File: src/rtl/pwr_stim_activity_probe_if.sv
//==============================================================================
// Module      : pwr_stim_activity_probe_if
// Description : Bundle of stimulus/measurement signals between the activity
//               probe (slave) and whoever controls it and hosts the
//               sub-circuit under measurement (master).
// Revision    : 1.0 - initial release
//==============================================================================
`timescale 1ns/1ps
`default_nettype none

interface pwr_stim_activity_probe_if #(
  parameter int VEC_W = 4,
  parameter int CNT_W = 16,
  parameter int WIN_W = 16
) ();

  logic             start;
  logic [WIN_W-1:0] window_len;
  logic             seed_load;
  logic [15:0]      seed;
  logic [VEC_W-1:0] stim;
  logic             dut_out;
  logic             busy;
  logic             done;
  logic [CNT_W-1:0] toggle_cnt;
  logic [CNT_W-1:0] ones_cnt;

  // Controller / sub-circuit side
  modport master (
    output start, window_len, seed_load, seed, dut_out,
    input  stim, busy, done, toggle_cnt, ones_cnt
  );

  // Probe side
  modport slave (
    input  start, window_len, seed_load, seed, dut_out,
    output stim, busy, done, toggle_cnt, ones_cnt
  );

endinterface

`default_nettype wire

File: src/rtl/pwr_stim_activity_probe.sv
//==============================================================================
// Module      : pwr_stim_activity_probe
// Description : Drives a small combinational cone from a 16-bit Fibonacci
//               LFSR and measures the cone output over a programmable
//               window: number of ones and number of output transitions,
//               both saturating. Used for switching-activity estimation.
// Revision    : 1.0 - initial release
//==============================================================================
`timescale 1ns/1ps
`default_nettype none

module pwr_stim_activity_probe #(
  // Must match the widths of the interface instance bound to bus_if.
  parameter int VEC_W = 4,
  parameter int CNT_W = 16,
  parameter int WIN_W = 16
) (
  input  wire logic                clk,
  input  wire logic                rst,
  pwr_stim_activity_probe_if.slave bus_if
);

  localparam logic [1:0]       C_ST_IDLE   = 2'd0;
  localparam logic [1:0]       C_ST_RUN    = 2'd1;
  localparam logic [1:0]       C_ST_DONE   = 2'd2;
  localparam logic [15:0]      C_LFSR_INIT = 16'hACE1;
  localparam logic [CNT_W-1:0] C_CNT_MAX   = '1;

  logic [1:0]       state_q, state_d;
  logic [15:0]      lfsr_q, lfsr_d;
  logic [WIN_W-1:0] win_q, win_d;
  logic [WIN_W-1:0] idx_q, idx_d;
  logic             prev_q, prev_d;
  logic [CNT_W-1:0] tog_q, tog_d;
  logic [CNT_W-1:0] ones_q, ones_d;

  logic             w_running;
  logic             w_last_sample;
  logic             w_feedback;

  assign w_running     = (state_q == C_ST_RUN);
  // Sample index win_q-1 is the final sample of the window.
  assign w_last_sample = (idx_q == (win_q - WIN_W'(1)));
  assign w_feedback    = lfsr_q[15] ^ lfsr_q[13] ^ lfsr_q[12] ^ lfsr_q[10];

  // State register
  always_ff @(posedge clk or posedge rst) begin
    if (rst) begin
      state_q <= C_ST_IDLE;
    end else begin
      state_q <= state_d;
    end
  end

  // Next-state: start is honoured only outside RUN; zero-length window skips RUN
  always_comb begin
    state_d = state_q;
    case (state_q)
      C_ST_IDLE, C_ST_DONE: begin
        if (bus_if.start) begin
          state_d = (bus_if.window_len == '0) ? C_ST_DONE : C_ST_RUN;
        end
      end
      C_ST_RUN: begin
        if (w_last_sample) begin
          state_d = C_ST_DONE;
        end
      end
      default: state_d = C_ST_IDLE;
    endcase
  end

  // Output decode of the state
  always_comb begin
    bus_if.busy = (state_q == C_ST_RUN);
    bus_if.done = (state_q == C_ST_DONE);
  end

  // Datapath next-state: sampling in RUN, seed load and window setup otherwise
  always_comb begin
    lfsr_d = lfsr_q;
    win_d  = win_q;
    idx_d  = idx_q;
    prev_d = prev_q;
    tog_d  = tog_q;
    ones_d = ones_q;
    if (w_running) begin
      lfsr_d = {lfsr_q[14:0], w_feedback};
      idx_d  = idx_q + WIN_W'(1);
      prev_d = bus_if.dut_out;
      if (bus_if.dut_out && (ones_q != C_CNT_MAX)) begin
        ones_d = ones_q + CNT_W'(1);
      end
      // The first sample has no predecessor, so it can never be a toggle.
      if ((idx_q != '0) && (bus_if.dut_out != prev_q) && (tog_q != C_CNT_MAX)) begin
        tog_d = tog_q + CNT_W'(1);
      end
    end else begin
      // Seed applies in the same cycle as start, so the first sample sees it.
      if (bus_if.seed_load) begin
        lfsr_d = (bus_if.seed == 16'h0000) ? C_LFSR_INIT : bus_if.seed;
      end
      if (bus_if.start) begin
        win_d  = bus_if.window_len;
        idx_d  = '0;
        prev_d = 1'b0;
        tog_d  = '0;
        ones_d = '0;
      end
    end
  end

  // Datapath registers; reset also discards any partially measured window
  always_ff @(posedge clk or posedge rst) begin
    if (rst) begin
      lfsr_q <= C_LFSR_INIT;
      win_q  <= '0;
      idx_q  <= '0;
      prev_q <= 1'b0;
      tog_q  <= '0;
      ones_q <= '0;
    end else begin
      lfsr_q <= lfsr_d;
      win_q  <= win_d;
      idx_q  <= idx_d;
      prev_q <= prev_d;
      tog_q  <= tog_d;
      ones_q <= ones_d;
    end
  end

  assign bus_if.stim       = lfsr_q[VEC_W-1:0];
  assign bus_if.toggle_cnt = tog_q;
  assign bus_if.ones_cnt   = ones_q;

endmodule

`default_nettype wire

File: src/flat_wrapper.sv
// flat-port wrapper written by rule: the top's interface ports become plain ports
module pwr_stim_activity_probe_flat 
#(
                                                                     
  parameter int VEC_W = 4,
  parameter int CNT_W = 16,
  parameter int WIN_W = 16
)
  (clk, rst, bus_if_start, bus_if_window_len, bus_if_seed_load, bus_if_seed, bus_if_dut_out, bus_if_stim, bus_if_busy, bus_if_done, bus_if_toggle_cnt, bus_if_ones_cnt);
  pwr_stim_activity_probe_if #(.VEC_W(VEC_W), .CNT_W(CNT_W), .WIN_W(WIN_W)) bus_if_i ();
  input  wire logic clk;
  input  wire logic rst;
  input wire logic [$bits(bus_if_i.start)-1:0] bus_if_start;
  input wire logic [$bits(bus_if_i.window_len)-1:0] bus_if_window_len;
  input wire logic [$bits(bus_if_i.seed_load)-1:0] bus_if_seed_load;
  input wire logic [$bits(bus_if_i.seed)-1:0] bus_if_seed;
  input wire logic [$bits(bus_if_i.dut_out)-1:0] bus_if_dut_out;
  output wire logic [$bits(bus_if_i.stim)-1:0] bus_if_stim;
  output wire logic [$bits(bus_if_i.busy)-1:0] bus_if_busy;
  output wire logic [$bits(bus_if_i.done)-1:0] bus_if_done;
  output wire logic [$bits(bus_if_i.toggle_cnt)-1:0] bus_if_toggle_cnt;
  output wire logic [$bits(bus_if_i.ones_cnt)-1:0] bus_if_ones_cnt;
  assign bus_if_i.start = bus_if_start;
  assign bus_if_i.window_len = bus_if_window_len;
  assign bus_if_i.seed_load = bus_if_seed_load;
  assign bus_if_i.seed = bus_if_seed;
  assign bus_if_i.dut_out = bus_if_dut_out;
  assign bus_if_stim = bus_if_i.stim;
  assign bus_if_busy = bus_if_i.busy;
  assign bus_if_done = bus_if_i.done;
  assign bus_if_toggle_cnt = bus_if_i.toggle_cnt;
  assign bus_if_ones_cnt = bus_if_i.ones_cnt;
  pwr_stim_activity_probe #(.VEC_W(VEC_W), .CNT_W(CNT_W), .WIN_W(WIN_W)) u_core (.clk(clk), .rst(rst), .bus_if(bus_if_i));
endmodule
File: config.mk
export PLATFORM = sky130hd
export DESIGN_NAME = pwr_stim_activity_probe_flat
export DESIGN_NICKNAME = d
export VERILOG_FILES = /design/src/rtl/pwr_stim_activity_probe_if.sv /design/src/rtl/pwr_stim_activity_probe.sv /design/src/flat_wrapper.sv
export SDC_FILE = /design/constraint.sdc
export NUM_CORES = 1
export LEC_CHECK = 0
export ABC_AREA = 1
export CAP_MARGIN = 20
export CORE_MARGIN = 4
export CORE_UTILIZATION = 30
export CTS_CLUSTER_DIAMETER = 30
export CTS_CLUSTER_SIZE = 25
export DETAILED_ROUTE_END_ITERATION = 8
export SLEW_MARGIN = 20
export SYNTH_ARGS = -nofsm -noshare
export SYNTH_HDL_FRONTEND = slang
export SYNTH_SLANG_ARGS = --single-unit
File: constraint.sdc
create_clock -name clk -period 6.3 [get_ports clk]
set_clock_uncertainty 0.1 [all_clocks]
set_input_delay 1.26 -clock clk [delete_from_list [all_inputs] [get_ports clk]]
set_output_delay 1.26 -clock clk [all_outputs]
set_load 0.05 [all_outputs]
=== Word level (Yosys, flattened, before mapping) ===
Index checks and enable logic that the tools add are counted.

* Add/sub/neg operators: 4
* Reduce and logical (&&, ||, !) cells: 14
* Mux-type cells: 15
* Bitwise logic cells: 4
* Equal/unequal tests: 10

{| class="wikitable"
|+ Operators with widths
! kind !! number
|-
| 16-bit 2-to-1 mux || 9
|-
| 16-bit by 1-bit adder with 16-bit output, second input constant || 3
|-
| 16-bit logical NOT || 2
|-
| 16-bit != test, second input constant || 2
|-
| 16-bit == test || 1
|-
| 16-bit nonzero test || 1
|-
| 16-bit by 1-bit subtractor with 16-bit output, second input constant || 1
|-
| 2-bit AND reduction || 4
|-
| 2-bit 2-to-1 mux || 3
|-
| 2-bit by 1-bit != test with 1-bit output, second input constant || 3
|-
| 2-bit case mux with 2 select lines || 1
|-
| 2-bit nonzero test || 2
|-
| 1-bit logical AND || 3
|-
| 1-bit XOR || 3
|-
| 2-bit by 1-bit == test with 1-bit output, second input constant || 1
|-
| 2-bit == test, second input constant || 1
|-
| 2-bit logical NOT || 1
|-
| 1-bit 2-to-1 mux || 2
|-
| 2-bit != test, second input constant || 1
|-
| 2-bit OR reduction || 1
|-
| 1-bit != test || 1
|-
| 1-bit inverter || 1
|}

* Word-level logic and storage cells: 54
* Bits in registers: 83

=== Logic depth before layout (Yosys ltp) ===
* Word-level depth: 5
* Gate-level depth with buffers: 14
* Depth with buffers taken out: 14

=== Worst setup path after synthesis ===
No wires, ideal clock.

* Path type: reg-to-output
* From: register u_core.state_q[1]
* To: output port bus_if_busy
* Arrival time: 1.245 ns
* Data required time: 4.940 ns
* Cell stages (with the launch flop): 5
* Path slack: 3.695 ns
* Path through: dfrtp_1 inv_1 nand2_1 inv_2 buf_1

* Word-level cells in the longest chain between the ends: 1

{| class="wikitable"
|+ Ends and longest elaborated chain
! element !! line !! source
|-
| from (decl) || pwr_stim_activity_probe.sv:29 || <nowiki>logic [1:0] state_q, state_d;</nowiki>
|-
| from (signal assigned) || pwr_stim_activity_probe.sv:51 || <nowiki>state_q <= state_d;</nowiki>
|-
| 2-bit by 1-bit == test with 1-bit output || pwr_stim_activity_probe.sv:75 || <nowiki>bus_if.busy = (state_q == C_ST_RUN);</nowiki>
|-
| to (decl) || flat_wrapper.sv:19 || <nowiki>output wire logic [$bits(bus_if_i.busy)-1:0] bus_if_busy;</nowiki>
|}

No other way between the ends.

=== Worst setup path after layout ===
Same ends and word-level chain as after synthesis.

==> metrics <==
status=complete, no violations; crit-path cells=inv_1 -> nand2_1 -> inv_2 -> clkdlybuf4s50_1; via count=4,476; CTS Root Cell=clkbuf_16; clock tree buffer depth=2; Arrival @ worst endpoint=2.15 ns; kind of critical path=flip-flop to primary output; Ys Warns=0; final design area excluding fillers=6254 um2; die height=137.1 um; CTS tree=yes; WL/cell=13.09 um; final core utilization=0.3880; vias in the first global route=4,402; final setup fails=0; Final Critical Period=3.515 ns; Setup WS post-layout=2.785 ns; first drt pass iteration count=4; Least-Margin Pin Slew=0.8123 ns; Antenna Cells=0; top fanout value on the critical path=26; GP Congestion=0.8306; Final Max Tran Viols=0; antenna viol nets, final=0; Top Metal Used=met4; Core Region=16,120 um2; placed instance count=929; GRT Total Usage=0.1404; commonest cells in the netlist=nand2_1 (178), dfrtp_1 (75), inv_1 (71), nand3_1 (59), nor2_1 (44); remaining global-route overflow=0; Tot Pwr=2.364 mW; worst skew pair latency=0.34 ns; I/O pin total=75; Yosys cell types=46; sequential area share after synthesis=0.4176; Post-Syn Area=4997 um2; Async S/R FF share, synth=1.000; DP HPWL=9064 um; Clock Sinks=83; Syn Area/Cell=7.606 um2; global-route wire length before repair=21,090 um; leakage=2.694 nW; initial antenna violation count=0; Die Footprint=18,790 um2; vias per inst=4.737; synth top area cells=dfrtp_1 (38%), nand2_1 (13%), nand3_1 (5.9%), inv_1 (5.3%), dfstp_2 (4.2%); Top FF cell, synth=dfrtp_1; Hold WS=0.3812 ns; slowest stage delay, CP=0.91 ns; worst endpoint required time=4.94 ns; Placed Area=5912 um2; number of cells upsized or downsized after cts=0; Met3 Wirelength=502 um; fin crit share=0.5579; Yosys top cell area share=0.3756; Synth area leader=dfrtp_1; clk slew on worst S/H paths=0.07 ns; post-CTS setup buffers=0; f_max=284.5 MHz; Buffers on Ports=74; Post-CTS Hold Buffers=0; largest net degree at the start of global routing=50; Synth Register Bits=83; syn_nets=699; WP buf/inv=3; Max Cap Viol=0; final WL=12,370 um; DRC viols=0; Non-Filler Instances=945; Worst Setup End Kind=primary output; Top Family by Delay on Critical Path=buffers and inverters; CTS Buf Count=9; Fin. Hold Viols=0; Row Count=46; slowest CP cell=clkdlybuf4s50_1; RSZ-0062 raised after global routing=false; most common cell in the netlist=nand2_1; Area Growth Syn to Fin=25.14%; Initial Utilization=0.3101; share of post-route cells with drive strength above 1=0.08779; Setup TNS=0 ns; PD cells=378.0 nW/um2; Slew headroom=0.4577; wire length on met1=5988 um; number of synthesized flops with an enable pin=0; initial DRC count=254; met2 wire length=5657 um; Final nets=766; crit path launch type=flip-flop; cell count after synthesis=657; H-tree depth=3; worst hold path type=flip-flop to flip-flop; Die Wd=137.1 um; Place WS=2.712 ns; Max IR drop VDD=0.0001716 V
layout make-up:
type,count,area (um2)
Multi-Input combinational cell,476,2501
Fill cell,1705,9862
Tap cell,216,270.3
Timing Repair Buffer,77,763.2
Clock inverter,6,112.6
Clock buffer,10,229.0
Sequential cell,83,2087
Inverter,77,290.3
cell families (layout without fill, tap and decap cells):
kind of cell	after synthesis	count (layout)	share of synthesized area
compound gates	80	80	0.09514
flops	83	83	0.4176
fa+ha+maj	5	5	0.01252
buf+inv	98	170	0.08187
mux	2	2	0.004006
xor+xnor	34	34	0.05959
simple gates	355	355	0.3292
registers in the layout, indices dropped and copies added, names as in the netlist:
signal,cells
u_core.bus_if.ones_cnt,16
u_core.bus_if.toggle_cnt,16
u_core.idx_q,16
u_core.lfsr_q,16
u_core.prev_q,1
u_core.state_q,2
u_core.win_q,16
worst register-to-register path: cells and delay by family (launching register included):
| family | cells | cell delay, ns |
|---|---|---|
| flops | 1 | 0.36 |
| buf+inv | 4 | 1.31 |
| simple gates | 3 | 0.41 |
| compound gates | 2 | 0.28 |
per-layer routing:
layer,track usage,up-vias
met2,0.2150,91
met1,0.1935,2077
met3,0.03640,19
met5,0,-
met4,0.04490,0
li1,-,2289
report_power, final:
group / total [mW] / internal (mW) / switching, mW
combinational: 0.945 / 0.327 / 0.619
clock: 0.608 / 0.389 / 0.219
sequential: 0.810 / 0.685 / 0.125
total: 2.36 / 1.40 / 0.963
path summary, 6_finish.rpt:
check	from	to	slack [ns]	cells after the start
max	u_core.state_q[1]	bus_if_busy	2.79	4
min	u_core.lfsr_q[4]	u_core.lfsr_q[4]	0.38	2
max reg2reg	u_core.state_q[1]	u_core.bus_if.ones_cnt[4]	3.71	9
min reg2reg	u_core.lfsr_q[4]	u_core.lfsr_q[4]	0.38	2
max in group asynchronous	rst	u_core.bus_if.ones_cnt[5]	3.83	3
min in group asynchronous	rst	u_core.bus_if.toggle_cnt[6]	1.21	2
layout by cell type (no fill, tap or decap), types with 4 or more instances in the layout:
cell type / count
o22ai_1: 6
nand3_2: 5
nor4_1: 11
xor2_1: 16
clkbuf_16: 9
a21oi_1: 8
dfrtp_1: 75
nor2_2: 8
nand2_1: 178
dfstp_2: 8
ha_1: 5
inv_1: 70
inv_2: 6
xnor2_1: 18
nand3b_1: 5
o221ai_1: 5
o21ai_0: 36
nand4_1: 14
o21ai_1: 12
nor2_1: 44
nor3_1: 16
o21ai_2: 4
nand3_1: 59
clkdlybuf4s50_1: 74
Power figures use the tool's default switching activity.
